$ cat src/rtl/ifu_prefetch_pkg.sv
// ifu_prefetch_pkg: shared widths, reset PC and fetch step for the instruction prefetcher
package ifu_prefetch_pkg;
    localparam int CPU_PC_SIZE = 32;
    localparam int CPU_INSTR_SIZE = 32;
    localparam logic [CPU_PC_SIZE-1:0] CPU_PC_RST_IDX = 32'h8000_0000;
    localparam int IFU_FIFO_DEPTH = 4;
    localparam int CPU_INSTR_ALIGN = 4;
endpackage

$ cat src/rtl/ifu_prefetch_if.sv
// ifu_prefetch_if: ROM request port and decode handshake of the fetch unit
interface ifu_prefetch_if
    import ifu_prefetch_pkg::*;
#(
    parameter int PC_W = CPU_PC_SIZE,
    parameter int INSTR_W = CPU_INSTR_SIZE
);
    logic fetch_en_i;
    logic [PC_W-1:0] rom_idx_o;
    logic [INSTR_W-1:0] rom_data_i;
    logic redirect_i;
    logic [PC_W-1:0] redirect_pc_i;
    logic if_valid_o;
    logic id_ready_i;
    logic [PC_W-1:0] if_pc_o;
    logic [INSTR_W-1:0] if_instr_o;
    modport master (
        input fetch_en_i, rom_data_i, redirect_i, redirect_pc_i, id_ready_i,
        output rom_idx_o, if_valid_o, if_pc_o, if_instr_o
    );
    modport slave (
        output fetch_en_i, rom_data_i, redirect_i, redirect_pc_i, id_ready_i,
        input rom_idx_o, if_valid_o, if_pc_o, if_instr_o
    );
endinterface

$ cat src/rtl/ifu_fifo.sv
// ifu_fifo: synchronous prefetch FIFO with flush; head reads as zero when empty
module ifu_fifo #(
    parameter int W = 64,
    parameter int DEPTH = 4
) (
    input  logic         clk,
    input  logic         rst_n,
    input  logic         push,
    input  logic         pop,
    input  logic         flush,
    input  logic [W-1:0] wdata,
    output logic         full,
    output logic         empty,
    output logic [W-1:0] head
);
    localparam int AW = $clog2(DEPTH);
    logic [W-1:0] mem [DEPTH];
    logic [AW-1:0] wr_ptr, rd_ptr;
    logic [AW:0] count;
    logic do_pop, do_push;
    assign empty = count == '0;
    assign full = count == (AW+1)'(DEPTH);
    assign do_pop = pop & ~empty;
    // a full FIFO still accepts a push when the head leaves in the same cycle
    assign do_push = push & (~full | do_pop);
    assign head = empty ? '0 : mem[rd_ptr];
    always_ff @(posedge clk) begin
        if (!rst_n || flush) begin
            wr_ptr <= '0;
            rd_ptr <= '0;
            count <= '0;
        end else begin
            if (do_push) wr_ptr <= wr_ptr + 1'b1;
            if (do_pop) rd_ptr <= rd_ptr + 1'b1;
            count <= count + (AW+1)'(do_push) - (AW+1)'(do_pop);
        end
    end
    always_ff @(posedge clk) begin
        if (do_push) mem[wr_ptr] <= wdata;
    end
endmodule

$ cat src/rtl/ifu_prefetch.sv
// ifu_prefetch: PC owner and ROM requester feeding decode through a prefetch FIFO
module ifu_prefetch
    import ifu_prefetch_pkg::*;
#(
    parameter int PC_W = CPU_PC_SIZE,
    parameter int INSTR_W = CPU_INSTR_SIZE,
    parameter logic [PC_W-1:0] PC_RST = PC_W'(CPU_PC_RST_IDX),
    parameter int DEPTH = IFU_FIFO_DEPTH
) (
    input logic clk,
    input logic rst_n,
    ifu_prefetch_if.master bus
);
    logic [PC_W-1:0] pc_q, pc_d;
    logic push, pop, full, empty;
    logic [PC_W+INSTR_W-1:0] head;
    assign bus.rom_idx_o = pc_q;
    assign bus.if_valid_o = ~empty;
    assign {bus.if_pc_o, bus.if_instr_o} = head;
    assign pop = ~empty & bus.id_ready_i;
    assign push = bus.fetch_en_i & ~bus.redirect_i & (~full | pop);
    // redirect targets are word aligned by clearing the low index bits
    always_comb
        pc_d = bus.redirect_i ? bus.redirect_pc_i & ~PC_W'(CPU_INSTR_ALIGN - 1)
             : push ? pc_q + PC_W'(CPU_INSTR_ALIGN)
             : pc_q;
    always_ff @(posedge clk) begin
        if (!rst_n) pc_q <= PC_RST;
        else pc_q <= pc_d;
    end
    ifu_fifo #(.W(PC_W + INSTR_W), .DEPTH(DEPTH)) u_fifo (
        .clk(clk),
        .rst_n(rst_n),
        .push(push),
        .pop(pop),
        .flush(bus.redirect_i),
        .wdata({pc_q, bus.rom_data_i}),
        .full(full),
        .empty(empty),
        .head(head)
    );
endmodule

$ cat src/flat_wrapper.sv
// flat-port wrapper written by rule: the top's interface ports become plain ports
module ifu_prefetch_flat import ifu_prefetch_pkg::*;
#(
    parameter int PC_W = CPU_PC_SIZE,
    parameter int INSTR_W = CPU_INSTR_SIZE,
    parameter logic [PC_W-1:0] PC_RST = PC_W'(CPU_PC_RST_IDX),
    parameter int DEPTH = IFU_FIFO_DEPTH
)
  (clk, rst_n, bus_fetch_en_i, bus_rom_data_i, bus_redirect_i, bus_redirect_pc_i, bus_id_ready_i, bus_rom_idx_o, bus_if_valid_o, bus_if_pc_o, bus_if_instr_o);
  ifu_prefetch_if #(.PC_W(PC_W), .INSTR_W(INSTR_W)) bus_i ();
  input logic clk;
  input logic rst_n;
  input wire logic [$bits(bus_i.fetch_en_i)-1:0] bus_fetch_en_i;
  input wire logic [$bits(bus_i.rom_data_i)-1:0] bus_rom_data_i;
  input wire logic [$bits(bus_i.redirect_i)-1:0] bus_redirect_i;
  input wire logic [$bits(bus_i.redirect_pc_i)-1:0] bus_redirect_pc_i;
  input wire logic [$bits(bus_i.id_ready_i)-1:0] bus_id_ready_i;
  output wire logic [$bits(bus_i.rom_idx_o)-1:0] bus_rom_idx_o;
  output wire logic [$bits(bus_i.if_valid_o)-1:0] bus_if_valid_o;
  output wire logic [$bits(bus_i.if_pc_o)-1:0] bus_if_pc_o;
  output wire logic [$bits(bus_i.if_instr_o)-1:0] bus_if_instr_o;
  assign bus_i.fetch_en_i = bus_fetch_en_i;
  assign bus_i.rom_data_i = bus_rom_data_i;
  assign bus_i.redirect_i = bus_redirect_i;
  assign bus_i.redirect_pc_i = bus_redirect_pc_i;
  assign bus_i.id_ready_i = bus_id_ready_i;
  assign bus_rom_idx_o = bus_i.rom_idx_o;
  assign bus_if_valid_o = bus_i.if_valid_o;
  assign bus_if_pc_o = bus_i.if_pc_o;
  assign bus_if_instr_o = bus_i.if_instr_o;
  ifu_prefetch #(.PC_W(PC_W), .INSTR_W(INSTR_W), .PC_RST(PC_RST), .DEPTH(DEPTH)) u_core (.clk(clk), .rst_n(rst_n), .bus(bus_i));
endmodule
$ cat config.mk
export PLATFORM = sky130hd
export DESIGN_NAME = ifu_prefetch_flat
export DESIGN_NICKNAME = d
export VERILOG_FILES = /design/src/rtl/ifu_prefetch_pkg.sv /design/src/rtl/ifu_prefetch_if.sv /design/src/rtl/ifu_fifo.sv /design/src/rtl/ifu_prefetch.sv /design/src/flat_wrapper.sv
export SDC_FILE = /design/constraint.sdc
export NUM_CORES = 1
export LEC_CHECK = 0
export BUFFER_PORTS_ARGS = -buffer_cell sky130_fd_sc_hd__buf_2
export CORE_MARGIN = 2
export CORE_UTILIZATION = 55
export DETAILED_ROUTE_END_ITERATION = 6
export GPL_TIMING_DRIVEN = 0
export PLACE_DENSITY = 0.77
export SETUP_SLACK_MARGIN = 0.5
export SKIP_CTS_REPAIR_TIMING = 1
export SYNTH_ARGS = -nofsm -noshare
export SYNTH_HDL_FRONTEND = slang
export SYNTH_SLANG_ARGS = --single-unit
$ cat constraint.sdc
create_clock -name clk -period 8.9 [get_ports clk]
set_input_delay 1.335 -clock clk [delete_from_list [all_inputs] [get_ports clk]]
set_output_delay 1.335 -clock clk [all_outputs]
set_load 0.03 [all_outputs]
==> impl_metrics.tcl, run 1 <==
set metrics [dict create \
    ff2ff_setup_slack_ns 6.20 \
    register_area_um2 8230 \
    period_share 0.447 \
    die_x_um 149 \
    ant_nets 0 \
    portBuffers 158 \
    skew_ns 0.0201 \
    clk_pin_slew_worst_paths_ns 0.06 \
    grt_max_degree 48 \
    synth_area_um2 11600 \
    vias 6837 \
    ys_types 40 \
    cp_cell_sequence "clkbuf_1 > buf_2 > mux4_2 > and2_1 > buf_2" \
    required_ns 7.57 \
    cts_sinks 287 \
    end_kind "output port" \
    finalNetCount 942 \
    tritoncts "yes" \
    multiInputGateArea_um2 3150 \
    htree_levels 1 \
    r2r_cells 10 \
    drt_iter0_markers 392 \
    r2r_end "u_core.u_fifo.count[1]" \
    pin_count 166 \
    grt_use_total 0.218 \
    n_fill_cell 1465 \
    cts.root.buffer_cell "clkbuf_16" \
    critPathMaxStageDelay_ns 0.57 \
    instances_no_fill 1163 \
    p_leak_nw 4.95 \
    fmax_mhz 251 \
    worst_path_max_delay_cell "mux4_2" \
    vdd_ir_drop_max_mv 0.144 \
    slew_headroom 0.570 \
    final_core_util 0.664 \
    drc 0 \
    grt_pass1_wl_um 37200 \
    tns_ns 0 \
    via_per_inst 5.88 \
    grt_antenna_before_repair 1 \
    syn_avg_cell_area_um2 17.3 \
    p_total_mw 3.05 \
    worstSetupPathType "reg -> out" \
    slew_viol_final 0 \
    rows 53 \
    crit_top_cell "buf_2" \
    synth_seq_cells 287 \
    grt_overflow 0 \
    hold_path_depth 2 \
    tightest_slew_ns 0.644 \
    dpl_worst_slack_ns 5.12 \
    yosysWarnings 0 \
    setup_viol 0 \
    stdcell_area_um2 13900 \
    finalHoldViolCount 0 \
    die_area_um2 22300 \
    die_h_um 149 \
    whs_endpoint "u_core.u_fifo.wr_ptr[1]" \
    netlist_instances 669 \
    post_drt_wl_per_cell_um 20.7 \
    seq_area_frac_synth 0.709 \
    power_density_nw_per_um2 220 \
    cts_made_buffers 29 \
    drt-total-wl_um 24100 \
    syn_to_final_growth_pct 19.5 \
    crit_path_start_kind "register" \
    whs_ns 0.508 \
    setup_slack_ns 4.92 \
    grt_setup_unrepaired "false" \
    clock_latency_ns 0.55 \
    coreArea_um2 20900 \
    placed_cells 1109 \
    crit_fanout 10 \
    status "complete, no violations" \
    crit_buf_inv 3 \
    dpl_cell_area_um2 12900 \
    drive_above_1_share 0.334 \
    rr_startpoint "u_core.u_fifo.count[1]" \
    cts_buffer_depth 3 \
    hold_start "u_core.u_fifo.wr_ptr[1]" \
    cap_violations 0 \
    first_global_vias 6713 \
    hpwl_um 15500 \
    worstPathArrival_ns 2.64 \
    cpLargestDelayFamily "buffers and inverters" \
    gp_congestion 0.916 \
    post-route-min-period_ns 3.98 \
    min_path_type "reg -> reg" \
    initial_core_util 0.555 \
    dr.pass1.iters 5 \
]
## routing by layer
metal	wire length (um)	track usage	up-vias
met5	0	0	-
met4	385	0.0429	0
met3	1830	0.0398	34
met2	11800	0.365	299
met1	10100	0.307	3439
li1	-	-	3065
## worst reg2reg max path, cell delays in order (launching register included)
cell	delay (ns)
dfxtp_1	0.34
or4b_4	0.56
buf_2	0.22
nand2_1	0.22
nor2_1	0.14
inv_1	0.09
ha_1	0.22
inv_1	0.06
ha_1	0.15
fa_1	0.41
and3_1	0.19
## cells in the final DEF (no fill, tap or decap), types with 4 or more instances in the layout
master	count
clkbuf_16	29
clkinv_1	4
buf_4	4
nand3_1	13
nand2_1	16
dfxtp_1	39
buf_2	169
edfxtp_1	248
clkbuf_1	30
o21ai_0	35
mux4_2	62
and2_1	65
nor2_1	9
and3_1	9
bufinv_16	6
or3_1	11
o211a_1	4
inv_1	8
xor2_1	5
and4_1	5
buf_16	4
nand4_1	16
a21oi_1	6
ha_1	7
o31ai_1	9
clkinv_2	6
and2_4	4
conb_1	4
a31oi_1	20
or4_1	10
xnor2_1	6
## synth_stat cells (all sizes together)
cell / count / area share
nand2: 16 / 0.0052
nand4: 18 / 0.012
and2: 70 / 0.038
buf: 18 / 0.0096
nor3b: 2 / 0.0013
dfxtp: 39 / 0.067
a21oi: 6 / 0.0026
conb: 1 / 0.00032
o21ai: 35 / 0.015
and4: 5 / 0.0038
nor2: 9 / 0.0029
o2bb2ai: 1 / 0.00076
clkbuf: 26 / 0.0084
a32oi: 2 / 0.0015
nand3: 13 / 0.0056
mux4: 62 / 0.12
xor2: 5 / 0.0038
nand3b: 1 / 0.00065
ha: 7 / 0.0076
fa: 1 / 0.0017
nor4: 1 / 0.00054
or4: 10 / 0.0065
or4b: 1 / 0.0012
o31ai: 9 / 0.0058
a211o: 1 / 0.00076
or3: 11 / 0.0059
edfxtp: 248 / 0.64
inv: 8 / 0.0026
o211a: 4 / 0.0035
a31oi: 20 / 0.011
nand2b: 2 / 0.0011
mux2: 2 / 0.0019
xnor2: 6 / 0.0045
and3: 9 / 0.0049
## final cells by class
| class | instances | area share |
|---|---|---|
| Clock inverter | 20 | 0.0186 |
| Antenna cell | 1 | 0.000180 |
| Tap cell | 275 | 0.0248 |
| Sequential cell | 287 | 0.593 |
| Timing Repair Buffer | 162 | 0.0650 |
| Buffer | 44 | 0.0151 |
| Multi-Input combinational cell | 333 | 0.227 |
| Inverter | 8 | 0.00217 |
| Clock buffer | 33 | 0.0534 |
## state kept, by name, summed over array words and instances, names as in the netlist, named ones only
name and flops:
u_core.bus.rom_idx_o 30, u_core.u_fifo.count 3, u_core.u_fifo.mem 248, u_core.u_fifo.rd_ptr 2, u_core.u_fifo.wr_ptr 2
## power by group
part	switching (mW)	leakage, nW	internal, mW
combinational	0.162	1.87	0.0881
clock	0.501	0.486	0.771
sequential	0.0301	2.59	1.50
total	0.693	4.95	2.36
## how the worst max path moves through the flow
stage,startpoint,endpoint,slack (ns),depth (start not counted)
global placement,bus_fetch_en_i,u_core.u_fifo.mem[0][10],3.49,5
floorplan,bus_id_ready_i,u_core.u_fifo.mem[0][0],5.01,5
global route,register,bus_if_pc_o[28],4.70,5
detailed placement,bus_id_ready_i,u_core.u_fifo.count[1],5.12,11
CTS,register,bus_if_instr_o[1],4.80,5
finish,register,bus_if_instr_o[20],4.92,5
## cells by family (layout without fill, tap and decap cells)
| group | Yosys count | count (layout) | share of synthesized area |
|---|---|---|---|
| AOI/OAI and AO/OA | 78 | 78 | 0.0408 |
| xor gates and xnor gates | 11 | 11 | 0.00831 |
| adders and majority gates | 8 | 8 | 0.00928 |
| buffers and inverters | 52 | 267 | 0.0206 |
| DFF | 287 | 287 | 0.709 |
| muxes | 64 | 64 | 0.122 |
| other | 1 | 5 | 0.000323 |
| and+or+nand+nor | 168 | 168 | 0.0889 |
Power figures use the tool's default switching activity.
==> run 2: changes to the inputs <==
Settings changed: ABC_AREA set to 1.
Clock period 8.9 ns to 4.17 ns, I/O delays scaled along.
==> impl_metrics.tcl, run 2 <==
set metrics [dict create \
    status "complete, no violations" \
    whs_ns 0.283 \
    worstPathArrival_ns 2.54 \
    setup_viol 0 \
    power_density_nw_per_um2 432 \
    die_h_um 153 \
    critPathMaxStageDelay_ns 0.40 \
    synth_top_area_cell "edfxtp_1" \
    slew_viol_final 0 \
    dr.pass1.iters 5 \
    seq_area_frac_synth 0.677 \
    r2r_end "u_core.u_fifo.count[2]" \
    htree_levels 1 \
    cap_violations 0 \
    largest_register "u_core.u_fifo.mem" \
    hpwl_um 19200 \
    grt_use_total 0.246 \
    cp_cell_sequence "buf_2 > inv_2 > buf_2 > clkbuf_1 > o21ai_0 > a21oi_1 > buf_2" \
    syn_to_final_growth_pct 18.4 \
    crit_fanout 10 \
    skew_ns 0.0224 \
    die_area_um2 23300 \
    vdd_ir_drop_max_mv 0.334 \
    p_leak_nw 5.51 \
    vias 9123 \
    pin_count 166 \
    cts_buffer_depth 3 \
    largest_reg_flops 248 \
    die_x_um 153 \
    period_share 0.758 \
    netlist_instances 1173 \
    n_fill_cell 1650 \
    grt_overflow 0 \
    post-route-min-period_ns 3.16 \
    whs_endpoint "u_core.u_fifo.mem[2][20]" \
    multiInputGateArea_um2 3420 \
    ant_nets 0 \
    via_per_inst 5.44 \
    rr_startpoint "u_core.u_fifo.count[1]" \
    portBuffers 159 \
    initial_core_util 0.558 \
    crit_path_start_kind "register" \
    synthTopCellsByArea "edfxtp_1 61%, nor2_1 9.5%, dfxtp_1 6.4%" \
    ys_types 31 \
    post_drt_wl_per_cell_um 17.4 \
    p_total_mw 6.22 \
    grt_setup_unrepaired "false" \
    async_flop_share 0 \
    end_kind "output port" \
    rows 54 \
    grt_antenna_before_repair 0 \
    tns_ns 0 \
    fmax_mhz 316 \
    finalHoldViolCount 0 \
    drc 0 \
    hold_path_depth 1 \
    grt_pass1_wl_um 44800 \
    yosysWarnings 0 \
    ff2ff_setup_slack_ns 1.72 \
    tightest_slew_ns 0.681 \
    cts_sinks 287 \
    synth_commonest_cells "306 x nor2_1, 248 x edfxtp_1, 146 x nand2_1, 140 x o21ai_0, 92 x a21oi_1" \
    drt_iter0_markers 686 \
    clock_latency_ns 0.56 \
    worst_path_max_delay_cell "clkbuf_1" \
    gp_congestion 0.904 \
    worstSetupPathType "reg -> out" \
    cts_made_buffers 29 \
    min_path_type "in -> reg" \
    synth_seq_cells 287 \
    slew_headroom 0.545 \
    first_global_vias 8455 \
    final_core_util 0.661 \
    drt-total-wl_um 29200 \
    crit_top_cell "buf_2" \
    final_cell_mix "302 x nor2_1, 248 x edfxtp_1, 171 x buf_2, 146 x nand2_1, 140 x o21ai_0" \
    hold_start "bus_rom_data_i[20]" \
    register_area_um2 8230 \
    clk_pin_slew_worst_paths_ns 0.06 \
    cts.root.buffer_cell "clkbuf_16" \
    syn_avg_cell_area_um2 10.4 \
    drive_above_1_share 0.171 \
    synth_most_common_cell "nor2_1" \
    required_ns 3.54 \
    coreArea_um2 21800 \
    layout_commonest_cell "nor2_1" \
    synth_area_um2 12200 \
    grt_max_degree 31 \
    synth_edf_count 248 \
    tritoncts "yes" \
    r2r_cells 11 \
    synth_top_area_frac 0.613 \
    ys.flop_type "edfxtp_1" \
    finalNetCount 1451 \
]
[run 2: cell type report]
cell class | count | area share
diodes | 1 | 0.000174
repair buffers | 167 | 0.0670
clock buffers | 42 | 0.0545
well taps | 280 | 0.0244
clock inverters | 12 | 0.00644
inverters | 72 | 0.0188
plain buffers | 59 | 0.0188
multi-input cells | 758 | 0.238
flip-flops and latches | 287 | 0.572
[run 2: report_power, final]
part	total [mW]	switching (mW)	leakage (nW)	internal [mW]
clock	2.38	1.01	0.428	1.37
combinational	0.579	0.417	2.51	0.163
sequential	3.26	0.0645	2.57	3.20
[run 2: cell families after synthesis]
group                      Yosys count  share of synthesized area
AOI/OAI and AO/OA                  246                      0.102
xor gates and xnor gates            15                     0.0108
adders and majority gates            8                    0.00886
buffers and inverters              131                     0.0445
DFF                                287                      0.677
other                                1                   0.000309
and+or+nand+nor                    485                      0.156
[run 2: metal layers]
layer  track usage  part of all wire  vias to the layer above
met3        0.0350             0.097                       69
met1         0.336              0.40                     4204
li1              -                 -                     4377
met5             0                 0                        -
met4        0.0776             0.027                        0
met2         0.412              0.48                      473
[run 2: critical path: cells and delay by family, from the launching register on]
family                 cells  cell delay, ns
buffers and inverters      5            1.25
AO/OA/AOI/OAI              2            0.45
flip-flops                 1            0.30
[run 2: worst max path at each step]
stage                          endpoint      startpoint  depth (start not counted)  slack [ns]
3_3_place_gp   u_core.u_fifo.mem[3][13]  bus_redirect_i                          4       -1.99
3_5_place_dp     u_core.u_fifo.count[2]  bus_redirect_i                         10        1.39
5_1_grt              bus_if_instr_o[31]        register                          7        0.83
6_report                bus_if_pc_o[18]        register                          7        1.01
2_1_floorplan   u_core.u_fifo.mem[0][0]  bus_redirect_i                          3        0.10
4_1_cts                 bus_if_pc_o[18]        register                          7        0.99
[run 2: through the flow]
step	cells	cell area [um^2]	setup slack, ns
finish	1678	14400	1.01
global route	1677	14400	0.832
CTS	1677	14400	0.989
detailed placement	1623	13500	1.39
global placement	1615	13300	-1.99
floorplan	1176	12200	0.102
==> run 3: changes to the inputs <==
Clock period 4.17 ns to 3.1 ns, I/O delays scaled along.
==> impl_metrics.tcl, run 3 (synthesis gave the netlist of run 2 again) <==
set metrics [dict create \
    hold_start "bus_rom_data_i[16]" \
    drt_iter0_markers 788 \
    gp_congestion 0.889 \
    min_path_type "in -> reg" \
    cap_violations 0 \
    rows 54 \
    use_met3 0.0421 \
    worstPathArrival_ns 2.11 \
    setup_slack_ns 0.528 \
    critPathMaxStageDelay_ns 0.30 \
    grt_use_total 0.248 \
    clock_latency_ns 0.53 \
    ff2ff_setup_slack_ns 0.65 \
    final_cell_mix "302 x nor2_1, 248 x edfxtp_1, 156 x buf_2, 146 x nand2_1, 140 x o21ai_0" \
    crit_top_cell "buf_6" \
    finalNetCount 1453 \
    grt-busiest-layer "met2" \
    whs_ns 0.147 \
    clk_pin_slew_worst_paths_ns 0.06 \
    layout_commonest_cell "nor2_1" \
    crit_path_start_kind "register" \
    tritoncts "yes" \
    cts_sinks 287 \
    first_global_vias 8584 \
    slew_headroom 0.483 \
    period_share 0.830 \
    skew_ns 0.0136 \
    post-route-min-period_ns 2.57 \
    whs_endpoint "u_core.u_fifo.mem[1][16]" \
    initial_core_util 0.558 \
    status "complete, no violations" \
    drc 0 \
    drive_above_1_share 0.202 \
    end_kind "output port" \
    required_ns 2.63 \
    die_h_um 153 \
    grt.met2_usage 0.407 \
    largest_register "u_core.u_fifo.mem" \
    worstSetupPathType "reg -> out" \
    finalHoldViolCount 0 \
    worst_path_max_delay_cell "dfxtp_1" \
    r2r_cells 10 \
    via_per_inst 5.43 \
    cts_made_buffers 29 \
    die_area_um2 23300 \
    post_drt_wl_per_cell_um 17.5 \
    rr_startpoint "u_core.u_fifo.count[1]" \
    ant_nets 0 \
    portBuffers 159 \
    setup_viol 0 \
    coreArea_um2 21800 \
    r2r_end "u_core.u_fifo.count[2]" \
    tightest_slew_ns 0.773 \
    syn_to_final_growth_pct 20.9 \
    grt_max_degree 31 \
    p_leak_nw 5.68 \
    hpwl_um 19100 \
    die_x_um 153 \
    dr.pass1.iters 5 \
    power_density_nw_per_um2 591 \
    htree_levels 1 \
    vias 9124 \
    largest_reg_flops 248 \
    grt_pass1_wl_um 45500 \
    pin_count 166 \
    fmax_mhz 389 \
    drt-total-wl_um 29500 \
    slew_viol_final 0 \
    cp_cell_sequence "buf_6 > inv_2 > buf_6 > buf_4 > o21ai_0 > a21oi_1 > buf_2" \
    cts_buffer_depth 3 \
    grt_antenna_before_repair 2 \
    gr-usage-met1 0.340 \
    crit_fanout 10 \
    dpl_worst_slack_ns 0.471 \
    vdd_ir_drop_max_mv 0.357 \
    hold_path_depth 1 \
    grt_setup_unrepaired "false" \
    cts.root.buffer_cell "clkbuf_16" \
    grt_overflow 0 \
]
run 3: worst max-delay path, delay by kind of cell, from the launching register on:
family / cells / cell delay [ns]
DFF: 1 / 0.30
AOI/OAI and AO/OA: 2 / 0.38
buffers and inverters: 5 / 0.88
run 3: worst max path at each step:
stage,start,to,depth (start not counted)
finish,register,bus_if_pc_o[19],7
global route,register,bus_if_instr_o[31],8
CTS,register,bus_if_pc_o[20],7
detailed placement,bus_redirect_i,u_core.u_fifo.count[2],10
global placement,bus_redirect_i,u_core.u_fifo.mem[3][14],4
floorplan,bus_redirect_i,u_core.u_fifo.mem[0][0],3
run 3: layout make-up:
type                            count  area (um^2)
Multi-Input combinational cell    758         3430
Clock inverter                     19          193
Antenna cell                        2         5.00
Sequential cell                   287         8230
Fill cell                        1600         7070
Clock buffer                       34          764
Buffer                             59          383
Timing Repair Buffer              169         1060
Inverter                           72          270
Tap cell                          280          350
run 3: per-layer routing:
metal / routed length, um / up-vias
met3: 2860 / 52
met4: 735 / 2
li1: - / 4387
met2: 14200 / 476
met5: 13 / -
met1: 11700 / 4207
run 3: stage by stage:
stage	cells	power [mW]	util	setup TNS, ns	area [um^2]
after floorplan	1176	4.93	-	0	12200
after global placement	1615	5.21	0.612	-275.35	13300
after detailed placement	1624	5.25	0.623	0	13600
after CTS	1677	8.69	0.667	0	14500
after global routing	1678	8.96	0.675	0	14700
final	1680	8.68	0.675	0	14700
run 3: where the power goes:
part | internal, mW | total, mW | switching (mW)
Sequential | 4.30 | 4.38 | 0.0859
Combinational | 0.253 | 0.822 | 0.569
Clock | 2.08 | 3.48 | 1.39
Total | 6.63 | 8.68 | 2.05
